File: src/rtl/decoded_instr_fifo.sv
// ============================================================================
//  Module   : decoded_instr_fifo
//  Purpose  : Circular queue of decoded instructions between the decoder and
//             the load/store reorder stage. Caps the number of control-flow
//             instructions held at once.
//  Option   : DECODED_FIFO_BYPASS_EN - when defined, an empty queue forwards
//             the decoder input to the issue outputs in the same cycle.
//  Revision : 1.0 - initial release
// ============================================================================
`default_nettype none

package ariane_pkg;
  // Compact decoded-instruction record carried through the queue.
  typedef struct packed {
    logic [63:0] pc;
    logic [7:0]  op;
    logic [4:0]  rs1;
    logic [4:0]  rs2;
    logic [4:0]  rd;
    logic [63:0] result;
    logic        valid;
  } scoreboard_entry_t;
endpackage

module decoded_instr_fifo #(
  parameter int unsigned DEPTH         = 4,
  parameter int unsigned MAX_CTRL_FLOW = 1
) (
  input  logic                            clk_i,
  input  logic                            rst_ni,
  input  logic                            flush_i,
  input  ariane_pkg::scoreboard_entry_t   decoded_entry_i,
  input  logic                            decoded_valid_i,
  input  logic                            decoded_is_ctrl_flow_i,
  output logic                            decoded_ack_o,
  output ariane_pkg::scoreboard_entry_t   issue_entry_o,
  output logic                            issue_entry_valid_o,
  output logic                            is_ctrl_flow_o,
  input  logic                            issue_instr_ack_i,
  output logic [$clog2(DEPTH):0]          count_o
);

  localparam int unsigned PW = $clog2(DEPTH);
  localparam int unsigned CW = $clog2(DEPTH) + 1;
  localparam logic [CW-1:0] FULL_CNT = CW'(DEPTH);
  localparam logic [CW-1:0] CTRL_MAX = CW'(MAX_CTRL_FLOW);

  ariane_pkg::scoreboard_entry_t mem [DEPTH];
  logic [DEPTH-1:0] mem_ctrl;
  logic [PW-1:0]    rd_ptr, wr_ptr;
  logic [CW-1:0]    count, ctrl_cnt;

  logic push, pop, wr_en, stored_valid, bypass_take, bypass_active;

  // Acceptance depends only on registered occupancy plus the decoder's own
  // flags, never on the downstream ack, so a full queue refuses even when
  // it is being drained in the same cycle.
  always_comb begin
    decoded_ack_o = 1'b1;
    if (count == FULL_CNT) decoded_ack_o = 1'b0;
    if (decoded_is_ctrl_flow_i && (ctrl_cnt == CTRL_MAX)) decoded_ack_o = 1'b0;
    if (flush_i) decoded_ack_o = 1'b0;
  end

  // Head selection, handshakes and the optional same-cycle bypass path.
  always_comb begin
    push          = decoded_valid_i & decoded_ack_o;
    stored_valid  = (count != '0) & ~flush_i;
    bypass_active = 1'b0;
    bypass_take   = 1'b0;
`ifdef DECODED_FIFO_BYPASS_EN
    bypass_active = (count == '0) & ~flush_i & decoded_valid_i;
    bypass_take   = bypass_active & push & issue_instr_ack_i;
`endif
    issue_entry_valid_o = stored_valid | bypass_active;
    issue_entry_o       = bypass_active ? decoded_entry_i : mem[rd_ptr];
    is_ctrl_flow_o      = bypass_active ? decoded_is_ctrl_flow_i : (stored_valid & mem_ctrl[rd_ptr]);
    // A bypassed entry that is consumed immediately is never stored.
    wr_en = push & ~bypass_take;
    pop   = stored_valid & issue_instr_ack_i;
    count_o = count;
  end

  // Storage, pointers and occupancy counters.
  always_ff @(posedge clk_i or negedge rst_ni) begin
    if (!rst_ni) begin
      for (int i = 0; i < int'(DEPTH); i++) mem[i] <= '0;
      mem_ctrl <= '0;
      rd_ptr   <= '0;
      wr_ptr   <= '0;
      count    <= '0;
      ctrl_cnt <= '0;
    end else if (flush_i) begin
      rd_ptr   <= '0;
      wr_ptr   <= '0;
      count    <= '0;
      ctrl_cnt <= '0;
    end else begin
      if (wr_en) begin
        mem[wr_ptr]      <= decoded_entry_i;
        mem_ctrl[wr_ptr] <= decoded_is_ctrl_flow_i;
        wr_ptr           <= wr_ptr + 1'b1;
      end
      if (pop) rd_ptr <= rd_ptr + 1'b1;
      count    <= count + CW'(wr_en) - CW'(pop);
      ctrl_cnt <= ctrl_cnt + CW'(wr_en & decoded_is_ctrl_flow_i)
                           - CW'(pop & mem_ctrl[rd_ptr]);
    end
  end

`ifndef SYNTHESIS
  // Simulation-only invariants on occupancy and the control-flow cap.
  a_no_push_full: assert property (@(posedge clk_i) disable iff (!rst_ni)
    !(push && (count == FULL_CNT)));
  a_count_bound:  assert property (@(posedge clk_i) disable iff (!rst_ni)
    count <= FULL_CNT);
  a_ctrl_bound:   assert property (@(posedge clk_i) disable iff (!rst_ni)
    ctrl_cnt <= CTRL_MAX);
`endif

endmodule

`default_nettype wire

File: config.mk
export PLATFORM = sky130hd
export DESIGN_NAME = decoded_instr_fifo
export DESIGN_NICKNAME = d
export VERILOG_FILES = /design/src/rtl/decoded_instr_fifo.sv
export SDC_FILE = /design/constraint.sdc
export NUM_CORES = 1
export LEC_CHECK = 0
export BUFFER_PORTS_ARGS = -buffer_cell sky130_fd_sc_hd__buf_2
export CAP_MARGIN = 20
export CORE_UTILIZATION = 35
export CTS_CLUSTER_SIZE = 28
export DETAILED_ROUTE_END_ITERATION = 10
export GPL_ROUTABILITY_DRIVEN = 0
export HOLD_SLACK_MARGIN = 0.02
export PLACE_DENSITY_LB_ADDON = 0.2
export SLEW_MARGIN = 20
export SYNTH_ARGS = -nofsm -noshare
export SYNTH_HDL_FRONTEND = slang
export SYNTH_SLANG_ARGS = --single-unit
File: constraint.sdc
create_clock -name clk_i -period 3.2 [get_ports clk_i]
set_input_delay 0.64 -clock clk_i [delete_from_list [all_inputs] [get_ports clk_i]]
set_output_delay 0.64 -clock clk_i [all_outputs]
set_load 0.03 [all_outputs]
==> run summary <==
top cell type by total area after synthesis: dfrtp_1
layout cell share with drive strength beyond 1: 0.5010
dpl cell area: 30,010 um^2
Clock Tree Root: clkbuf_16
Starting DRT DRC Count: 542
CP arrival: 2.39 ns
vias in the first global route: 17,000
Worst-path clk slew: 0.06 ns
RSZ-0062 raised after global routing: no
antenna-violating nets left: 0
area share of the largest cell type after synthesis: 0.5711
CP required: 2.56 ns
number of gates resized after CTS: 0
Core Area: 76,450 um^2
Initial Utilization: 0.3565
Mean Syn Cell Area: 17.65 um^2
CTS Buffer Depth: 3
first-pass GRT wire length: 100,200 um
worst-path maximum fanout: 58
period utilisation layout: 0.9477
area growth from synthesis to layout: 18.36%
Worst Hold Class: input pin to asynchronous set/reset pin
Crit Reg-Reg Startpoint: rd_ptr[0]$_DFFE_PN0P_
Tmin final: 3.033 ns
CTS Hold Bufs: 0
filler instances: 6,891
status: finished, final reports clean
CP Buf/Inv Count: 2
H-tree levels: 3
Crit-path slowest cell: mux4_2
Max Cap Viol: 0
Post-Place Cells: 2,850
setup ws final: 0.1674 ns
reg-to-reg slack, setup: 0.59 ns
clk_skew: 0.02741 ns
DRC: 0
CTS sink cnt: 622
Post-Layout Cell Count: 2,979
Slew Limit Fails: 0
Hold Fails Final Rpt: 0
DP HPWL: 39,950 um
final setup fails: 0
vias: 14,850
TritonCTS Buffers: 71
family with the most delay on the worst path: multiplexers
row cnt: 101
Setup TNS Final: 0 ns
clk_lat worst skew: 0.61 ns
commonest non-fill, non-tap cells in the layout: dfrtp_1, mux2_2, buf_2
CP Class: flip-flop to output pin
wire length per cell: 21.08 um
CP startpoint kind: flip-flop
max frequency: 329.8 MHz
Ports: 316
Die ar.: 78,980 um^2
EDFF count, synth: 0
worst slew pin tran: 0.8248 ns
ys async rst share: 1.000
TritonCTS clock tree: done
slew margin rel.: 0.4501
largest net degree at the start of global routing: 90
maximum VDD drop: 0.0005470 V
DP Worst Slack: 0.4398 ns
sequential fraction of the synthesis area: 0.5711
Synth Flop Type: dfrtp_1
Min Hold Slack: 0.08326 ns
synth top area cells: dfrtp_1, mux2_2, mux4_2, mux2_1, buf_8
die outline height: 281.0 um
Critical path origin: rd_ptr[0]$_DFFE_PN0P_
fin area: 32,260 um^2
Die W: 281.0 um
GRT Total Usage: 0.1647
synthesized net count: 1,712
Post CTS Setup Buffer Count: 0
Cell Chain, Critical Path: buf_12, mux4_2, buf_2
Largest stage delay, worst path: 0.62 ns
Lkg Pwr: 0.01465 uW
NumNets Final: 2,061
flops & latches, synth: 622
power density cells: 1027 nW/um^2
grt total ovfl: 0
initial antenna violation count: 17
CP endpoint kind: output pin
library cells used by synthesis: 32
YS warnings: 0
commonest non-fill, non-tap cell in the layout: dfrtp_1
routed wire length: 62,790 um
Via density: 4.985
Netlist Area Pre-Place: 27,250 um^2
Syn Inst Count: 1,544
DRT Pass-1 Iters: 4
PortBufs: 315
==> layout make-up <==
cell class | instances | area [um^2] | share of cell area
timing repair buffer | 378 | 2347 | 0.07277
antenna | 3 | 7.507 | 0.0002327
inverter | 7 | 26.28 | 0.0008146
sequential | 622 | 15570 | 0.4828
clock buffer | 108 | 2097 | 0.06501
clock inverter | 18 | 145.1 | 0.004500
tap | 1030 | 1289 | 0.03995
multi-input combinational | 813 | 10770 | 0.3339
==> power breakdown <==
part / leakage (uW) / switching, uW / internal (uW)
registers: 0.00781 / 1670 / 11400
logic: 0.00573 / 6460 / 5760
clock network: 0.00111 / 3260 / 4550
==> per-stage QoR <==
| step | util | power (uW) |
|---|---|---|
| 2_1_floorplan | - | 22100 |
| 3_3_place_gp | 0.3925 | 25250 |
| 3_5_place_dp | 0.3925 | 25730 |
| 4_1_cts | 0.4218 | 33720 |
| 5_1_grt | 0.4219 | 35120 |
| 6_report | 0.4219 | 33130 |
==> per-layer routing <==
metal | track usage | wire length (um) | vias to the layer above
met1 | 0.2016 | 25770 | 7969
met4 | 0.04918 | 1493 | 28
met2 | 0.2789 | 31600 | 250
met3 | 0.04905 | 3737 | 121
li1 | - | - | 6482
met5 | 0 | 180 | -
==> registers in the layout, indices dropped and copies added (netlist names) <==
| register | count |
|---|---|
| wr_ptr | 2 |
| rd_ptr | 2 |
| count_o | 3 |
| mem | 608 |
| ctrl_cnt | 3 |
| mem_ctrl | 4 |
==> worst reg2reg max path: stages, from the launching register on <==
cell     delay [ns]
dfrtp_4        0.47
mux4_2         0.53
and2_1         0.18
ha_1           0.26
inv_1          0.06
ha_1           0.13
inv_1          0.05
fa_1           0.39
xor2_1         0.16
and2_1         0.16
nor3_1         0.14
==> kinds of logic after synthesis <==
kind of cell,count (synthesis),synth area share
compound gates,5,0.001194
xor+xnor,2,0.0006429
fa+ha+maj,10,0.005142
buf+inv,109,0.03361
flops,622,0.5711
mux,766,0.3797
simple gates,30,0.008586
==> cells in the mapped netlist (all sizes together), types with 2 or more instances <==
cell    number
dfrtp      622
mux2       612
mux4       153
buf         85
clkbuf      17
ha           8
inv          7
nor2         6
nand4        5
and2         4
nor2b        3
nor3         3
fa           2
nand2        2
o21ai        2
xor2         2
==> worst paths after layout <==
kind | to | cells past startpoint
setup / recovery | issue_entry_o[88] | 3
hold reg to reg | mem[242]$_DFFE_PN0P_ | 1
max in group asynchronous | mem[239]$_DFFE_PN0P_ | 2
hold / removal | mem[431]$_DFFE_PN0P_ | 1
min in group clk_i | mem[491]$_DFFE_PN0P_ | 2
setup reg to reg | ctrl_cnt[2]$_DFF_PN0_ | 10
Power figures use the tool's default switching activity.
